File: src/rtl/fu_muldiv_sequencer.sv
// Multi-cycle unsigned 32x32 multiply / 32/32 divide engine that drives the
// combinational function unit once per bit (shift-add and restoring divide).
module fu_muldiv_sequencer #(
    parameter int         WIDTH   = 32,
    parameter logic [4:0] FS_PASS = 5'b00000,
    parameter logic [4:0] FS_ADD  = 5'b00010,
    parameter logic [4:0] FS_SUB  = 5'b00101
) (
    input  logic             clk,
    input  logic             rst_n,
    input  logic             start,
    input  logic             op,
    input  logic [WIDTH-1:0] opa,
    input  logic [WIDTH-1:0] opb,
    output logic             ready,
    output logic             busy,
    output logic             done,
    output logic [WIDTH-1:0] result_hi,
    output logic [WIDTH-1:0] result_lo,
    output logic             div_by_zero,
    output logic [WIDTH-1:0] fu_a,
    output logic [WIDTH-1:0] fu_b,
    output logic [4:0]       fu_fs,
    output logic [4:0]       fu_sh,
    input  logic [WIDTH-1:0] fu_f,
    input  logic             fu_c
);

    // state  | meaning
    // IDLE   | waiting for start, ready high
    // STEP   | one function-unit operation per operand bit
    // DONE   | results settled; done pulses once, then back to IDLE
    typedef enum logic [1:0] {S_IDLE, S_STEP, S_DONE} state_t;

    localparam int CW = $clog2(WIDTH);

    state_t           state_q;
    logic             op_q;
    logic [WIDTH-1:0] m_q, p_q, q_q;
    logic [CW-1:0]    count_q;
    logic             busy_q, done_q, dbz_q;
    logic [WIDTH-1:0] res_hi_q, res_lo_q;

    logic [WIDTH-1:0] p_d, q_d, shifted;
    logic             qbit;

    always_comb begin
        shifted = {p_q[WIDTH-2:0], q_q[WIDTH-1]};
        // A set P[31] means the shifted remainder is >= 2^32 > M, so the subtract always fits.
        qbit    = p_q[WIDTH-1] | ~fu_c;
        fu_a    = '0;
        fu_b    = '0;
        fu_fs   = FS_PASS;
        p_d     = p_q;
        q_d     = q_q;
        if (state_q == S_STEP) begin
            fu_b = m_q;
            if (op_q) begin
                fu_a  = shifted;
                fu_fs = FS_SUB;
                p_d   = qbit ? fu_f : shifted;
                q_d   = {q_q[WIDTH-2:0], qbit};
            end else begin
                fu_a  = p_q;
                fu_fs = q_q[0] ? FS_ADD : FS_PASS;
                p_d   = {fu_c, fu_f[WIDTH-1:1]};
                q_d   = {fu_f[0], q_q[WIDTH-1:1]};
            end
        end
    end

    always_ff @(posedge clk or negedge rst_n) begin
        if (!rst_n) begin
            state_q  <= S_IDLE;
            op_q     <= 1'b0;
            m_q      <= '0;
            p_q      <= '0;
            q_q      <= '0;
            count_q  <= '0;
            busy_q   <= 1'b0;
            done_q   <= 1'b0;
            dbz_q    <= 1'b0;
            res_hi_q <= '0;
            res_lo_q <= '0;
        end else begin
            case (state_q)
                S_IDLE: begin
                    if (start) begin
                        op_q    <= op;
                        m_q     <= opb;
                        count_q <= '0;
                        busy_q  <= 1'b1;
                        p_q     <= '0;
                        q_q     <= opa;
                        if (op && (opb == '0)) begin
                            res_lo_q <= '1;
                            res_hi_q <= opa;
                            dbz_q    <= 1'b1;
                            state_q  <= S_DONE;
                        end else begin
                            state_q  <= S_STEP;
                        end
                    end
                end
                S_STEP: begin
                    p_q     <= p_d;
                    q_q     <= q_d;
                    count_q <= count_q + 1'b1;
                    if (count_q == CW'(WIDTH - 1)) begin
                        res_hi_q <= p_d;
                        res_lo_q <= q_d;
                        dbz_q    <= 1'b0;
                        state_q  <= S_DONE;
                    end
                end
                S_DONE: begin
                    // First DONE cycle raises done; the second retires to IDLE.
                    if (!done_q) begin
                        done_q <= 1'b1;
                    end else begin
                        done_q  <= 1'b0;
                        busy_q  <= 1'b0;
                        state_q <= S_IDLE;
                    end
                end
                default: state_q <= S_IDLE;
            endcase
        end
    end

    assign ready       = (state_q == S_IDLE);
    assign busy        = busy_q;
    assign done        = done_q;
    assign div_by_zero = dbz_q;
    assign result_hi   = res_hi_q;
    assign result_lo   = res_lo_q;
    assign fu_sh       = 5'd0;

endmodule

File: config.mk
export PLATFORM = sky130hd
export DESIGN_NAME = fu_muldiv_sequencer
export DESIGN_NICKNAME = d
export VERILOG_FILES = /design/src/rtl/fu_muldiv_sequencer.sv
export SDC_FILE = /design/constraint.sdc
export NUM_CORES = 1
export LEC_CHECK = 0
export ABC_CLOCK_PERIOD_IN_PS = 3000
export CAP_MARGIN = 20
export CORE_MARGIN = 1.5
export CORE_UTILIZATION = 53
export CTS_CLUSTER_SIZE = 28
export DETAILED_ROUTE_END_ITERATION = 6
export GPL_TIMING_DRIVEN = 1
export PLACE_DENSITY = 0.87
export SYNTH_ARGS = -nofsm -noshare
export SYNTH_HDL_FRONTEND = slang
export SYNTH_SLANG_ARGS = --single-unit
File: constraint.sdc
create_clock -name clk -period 3 [get_ports clk]
set_clock_uncertainty 0.2 [all_clocks]
set_input_delay 0.6 -clock clk [delete_from_list [all_inputs] [get_ports clk]]
set_output_delay 0.6 -clock clk [all_outputs]
set_load 0.03 [all_outputs]
---- Yosys cells after proc, flatten, opt, wreduce, memory -nomap -nowiden ----
Cells that the tools add are included.
cells by class
  multiplexer cells ....................... 36
  add/sub/neg operators ................... 1
  reductions and logical operators ........ 10
  bitwise logic cells ..................... 2
  equal/unequal tests ..................... 7
operators with widths
  cell                                                              number
  32-bit two-way mux                                                14
  32-bit one-hot mux with 2 select lines                            4
  32-bit zero test                                                  1
  2-bit two-way mux                                                 5
  5-bit one-hot mux with 2 select lines                             1
  1-bit two-way mux                                                 6
  3-bit two-way mux                                                 2
  2-bit one-hot mux with 3 select lines                             1
  3-bit AND reduction                                               2
  5-bit by 1-bit adder with 5-bit output (second input constant)    1
  5-bit == test (second input constant)                             1
  5-bit two-way mux                                                 1
  2-bit by 1-bit != test with 1-bit output (second input constant)  2
  2-bit != test (second input constant)                             2
  1-bit one-hot mux with 2 select lines                             2
  2-bit AND reduction                                               2
  4-bit AND reduction                                               1
  2-bit nonzero test                                                2
  2-bit by 1-bit == test with 1-bit output (second input constant)  1
  2-bit == test (second input constant)                             1
  2-bit zero test                                                   1
  1-bit logical AND                                                 1
  1-bit NOT                                                         1
  1-bit OR                                                          1
word-level totals
  output and inout bits ................... 142
  bits in registers ....................... 171
  bits of input ports ..................... 101
  word-level logic and storage cells ...... 67

---- Depth between registers and ports, before layout ----
  depth in word-level cells ............... 6
  mapped depth ............................ 8
  depth with buffers taken out ............ 6

---- Least setup slack after synthesis ----
No wires, ideal clock.
  path kind ............................... register -> output
  start point ............................. register state_q[1]
  end point ............................... output fu_fs[1]
  slack ................................... 342 ps
  cell stages (with the launch flop) ...... 7
  data required time ...................... 2200 ps
  arrival time ............................ 1858 ps
  buffers on the path ..................... 3
  path through ............................ dfrtp_1 -> inv_2 -> nand2_1 -> buf_2 -> buf_2 -> clkbuf_1 -> nor3b_1
on the way
  word-level cells in the longest chain between the ends .. 2
RTL lines
  item                                      RTL line  source
  start, declared                           37        state_t state_q;
  start signal, assigned                    74        state_q <= S_IDLE;
  start signal, assigned                    99        state_q <= S_DONE;
  start signal, assigned                    101       state_q <= S_STEP;
  2-bit by 1-bit == test with 1-bit output  56        if (state_q == S_STEP) begin
  3-bit two-way mux                         56
  end, declared                             23        output logic [4:0] fu_fs,
Every way passes these cells.

---- Final worst setup path ----
  start point ............................. register state_q[1]
  end point ............................... output fu_fs[2]
Same word-level chain as after synthesis.

==> results.ini <==
[outcome]
status = complete, but fails checks
violations = negative hold slack

[worst_setup_path]
cpPeakStageDelay_ps = 690
critPathBufInv = 2
crit_type = flip-flop to output pin
cp_top_family = buffers and inverters
reg2reg_slack_ps = 660
cp-start-kind = flip-flop
cp_max_fo = 36
slowest_stage = clkdlybuf4s50_1
worstSetupEndpointType = output pin
path_cells = inv_4 -> and3_1 -> clkdlybuf4s50_1
arrival_ps = 2110
required_ps = 2200

[timing]
worst_slew_pin_slew_ps = 712
fmax_ghz = 0.343
grt_setup_unrepaired = false
setup_viol = 0
period_share_pct = 97.1
finalHoldViolCount = 10
fin_ws_ps = 87.9
slew_headroom_pct = 52.5
fin_crit_ps = 2910
finalSetupTns_ps = 0
worst_hold_slack_ps = -12.1
drv_slew = 0

[synth]
synth_warnings = 0
synth_commonest_cells = dfrtp_1, nand2_1, mux2i_1
syn_area_per_cell_sq_um = 9.49
async_flop_share_pct = 100
synth-seq-cells = 171
netlist.top_cell.by_area = dfrtp_1
synth-edff-count = 0
netlist-cell-type-count = 38
synth_top_area_share_pct = 48.4
syn_inst = 931
syn_area_sq_um = 8830
ys.flop_type = dfrtp_1
seq_area_frac_synth_pct = 48.4
yosys.cell_count.top_type = dfrtp_1
yosys-top-cells-area = dfrtp_1, mux2i_1, nand2_1, a211oi_1, nor2_1

[power]
clock_power_share_pct = 14.4
power_frac_comb_pct = 58.2
ir_worst_vdd_mv = 0.710
p_total_mw = 15.8
p_int_mw = 8.57
powerDensity_nw_per_um2 = 1310
netSwitchingPower_mw = 7.22
p_sw_share_pct = 45.7
seq_power_share_pct = 27.4
p_leak_nw = 6.02

[final_layout]
fin_nets = 1243
antennaDiodeCount = 0
final_layout_size_suffix_gt1_share_pct = 9.54
areaGrowthSynthToFinish_pct = 36.1

[global_route]
grt_pass1_wl_um = 39300
antenna_found_initial = 0
grtUsageTotal_pct = 28.3
grt-ovfl-total = 0
grt_pass1_vias = 7665
grt_max_degree = 77

[cts]
htree_levels = 4
clkLatencyLatePin_ps = 430
clk_path_buf_depth = 2
clk_pin_slew_ps = 60
cts_sinks = 171
postCtsSetupBuffers = 0
cts_root_buffer = clkbuf_16
cts_resized = 2
ctsHoldBuffers = 0
cts_tree = built
cts_buffers = 17

[detailed_routing]
top_layer_used = met4
drtIter0Drc = 562
firstDrtPassIters = 7
route.met2.wl_um = 11900
wl_per_cell_um = 17.7
totalWireLength_um = 24400
drt-vias-per-instance = 5.55
postRouteAntennaNets = 0
vias = 7625
m1WireLength_um = 10400
drcViolationCount = 0
wl_met3_um = 1290

[floorplan]
fp-row-count = 47
core_sq_um = 16400
die_x_um = 132
die_y_um = 132
dieArea_sq_um = 17500
initial_core_util_pct = 53.8
design.portCount = 243

[placement]
hpwl_um = 16800
port_buffers = 235
post-place-ws_ps = 32.3
gp_congestion = 0.824

[run]
max_cap_viol_count = 0

[worst_hold_path]
hold_class = input port to async pin

## stage by stage
stage / utilization (%) / instances / instance area [sq um]
finish: 73.3 / 1373 / 12000
global route: 73.3 / 1373 / 12000
CTS: 73.1 / 1372 / 12000
detailed placement: 69.3 / 1340 / 11400
global placement: 69.3 / 1340 / 11400
floorplan: - / 937 / 8860
## state kept, by name, summed over array words and instances (netlist names)
| signal | count |
|---|---|
| busy | 1 |
| count_q | 5 |
| div_by_zero | 1 |
| done | 1 |
| m_q | 32 |
| op_q | 1 |
| p_q | 32 |
| q_q | 32 |
| result_hi | 32 |
| result_lo | 32 |
| state_q | 2 |
## cells by family after synthesis
kind of cell    Yosys count  share of synthesized area [%]
compound gates          161                           12.5
xor+xnor                  2                          0.198
fa+ha+maj                 2                          0.283
buf+inv                 135                           6.94
flops                   171                           48.4
mux                     138                           15.8
other cells               1                         0.0425
simple gates            321                           15.8
## final timing paths
kind / start / cells past startpoint / end
setup / recovery: state_q[1] / 3 / fu_fs[2]
max in group asynchronous: rst_n / 2 / q_q[8]
min in group clk: m_q[8] / 2 / m_q[8]
hold / removal: rst_n / 1 / result_lo[0]
setup reg to reg: state_q[1] / 7 / result_hi[4]
hold reg to reg: m_q[8] / 2 / m_q[8]
## power groups by stage
stage	Combinational (mW)	Sequential [mW]	Clock, mW
2_1_floorplan	5.22	4.88	0
3_3_place_gp	8.84	4.28	0
3_5_place_dp	9.07	4.32	0
4_1_cts	9.14	4.30	2.30
5_1_grt	9.87	4.45	2.39
6_report	9.18	4.32	2.28
## metal layers
layer | global-route usage [%] | up-vias
li1 | - | 3574
met1 | 37.3 | 3732
met2 | 46.7 | 270
met3 | 4.77 | 49
met4 | 11.5 | 0
met5 | 0 | -
## cells in the final DEF, fill, tap and decap left out, types with 9 or more instances in the layout
cell	n
a21o_1	32
a31oi_1	21
inv_1	55
a211oi_1	52
buf_4	49
dfrtp_1	170
and3_1	34
nor2_1	78
nand2_1	166
mux2i_1	126
buf_12	11
o21ai_0	9
clkdlybuf4s50_1	201
nor2b_1	21
a21oi_1	32
clkbuf_16	17
a221o_1	10
## cell type report
class / instances / area [sq um]
fillers: 1131 / 4390
flip-flops and latches: 171 / 4280
multi-input cells: 631 / 4000
repair buffers: 263 / 2640
clock buffers: 19 / 443
well taps: 220 / 275
inverters: 56 / 213
clock inverters: 13 / 165
(Power assumes the default switching activity.)
==> variant (config.mk and constraints unchanged) <==
`WIDTH`: 32 -> 64.
--- a/src/rtl/fu_muldiv_sequencer.sv
+++ b/src/rtl/fu_muldiv_sequencer.sv
@@ -1,7 +1,7 @@
 // Multi-cycle unsigned 32x32 multiply / 32/32 divide engine that drives the
 // combinational function unit once per bit (shift-add and restoring divide).
 module fu_muldiv_sequencer #(
-    parameter int         WIDTH   = 32,
+    parameter int         WIDTH   = 64,
     parameter logic [4:0] FS_PASS = 5'b00000,
     parameter logic [4:0] FS_ADD  = 5'b00010,
     parameter logic [4:0] FS_SUB  = 5'b00101
Ports: changed (7 resized); port bits go from 243 to 467. The function was not compared with the original's and may differ.
==> variant against the original RTL <==
Register-to-register slack got worse by 50 ps; synthesized area increased by 89%; cell area rose by 90%; sequential cell count grew 161; core utilization is 0.93 points higher; wire length up 130%; total power up 75%; sequential share of layout area up 0.71 points; count of clock-buffer cells in the layout increased by 31; worst setup slack better by 16 ps; first-iteration DRC count grew to 2.7 times the old value; critical path type unchanged; largest cell class unchanged; largest power group unchanged.
==> variant: results <==
set metrics [dict create \
    buffers 514 \
    insertion_delay_ps 520 \
    worstPathMaxFanout 64 \
    fp.coreArea_sq_um 30830 \
    finalWorstSetupSlack_ps 103.5 \
    drt-total-wl_um 54810 \
    place_hpwl_um 37800 \
    met2_length_um 26140 \
    synth_xor_area_frac 0.002619 \
    min_path_type "flop to flop" \
    place_area_sq_um 21700 \
    synth_area_per_cell_sq_um 9.642 \
    tightest_slew_ps 708.5 \
    grt_util_met3 0.07276 \
    crit_family "flip-flops" \
    ctsHoldBuffers 1 \
    synth_commonest_cells "405 x nand2_1, 332 x dfrtp_1, 156 x mux2i_1" \
    met3_length_um 4651 \
    synth_adder_area_share 0.0007484 \
    grt_usage 0.3317 \
    seq_area_sq_um 8312 \
    first_iter_violations 1514 \
    vias 15590 \
    outcome "finished clean" \
    antenna_found_initial 6 \
]
==> variant: cell types whose count changed in the layout (fill, tap and decap cells not counted), moves of 38 or more <==
cell	change
inv_1	-51
nand3_1	+61
clkdlybuf4s50_1	+126
buf_4	+96
o221a_1	+38
nand2_1	+237
dfrtp_1	+161
o21ai_0	+121
==> variant: cell families after synthesis <==
logic type / count (synthesis)
adders and majority gates: 1
and+or+nand+nor: 709
AOI/OAI and AO/OA: 363
other: 1
muxes: 156
buffers and inverters: 167
DFF: 332
xor gates and xnor gates: 5
==> variant: power groups by stage <==
stage	Combinational, mW	Clock [mW]	Sequential (mW)
4_1_cts	15.3	4.44	7.89
3_3_place_gp	14.8	0	7.83
2_1_floorplan	8.71	0	8.31
5_1_grt	16.3	4.63	8.14
3_5_place_dp	15.2	0	7.90
6_report	15.3	4.40	7.95
==> variant: worst min-delay path, cell delays in order, from the launching register on <==
cell and delay (ps):
dfrtp_1 330, nand2_1 50, nand2_1 50
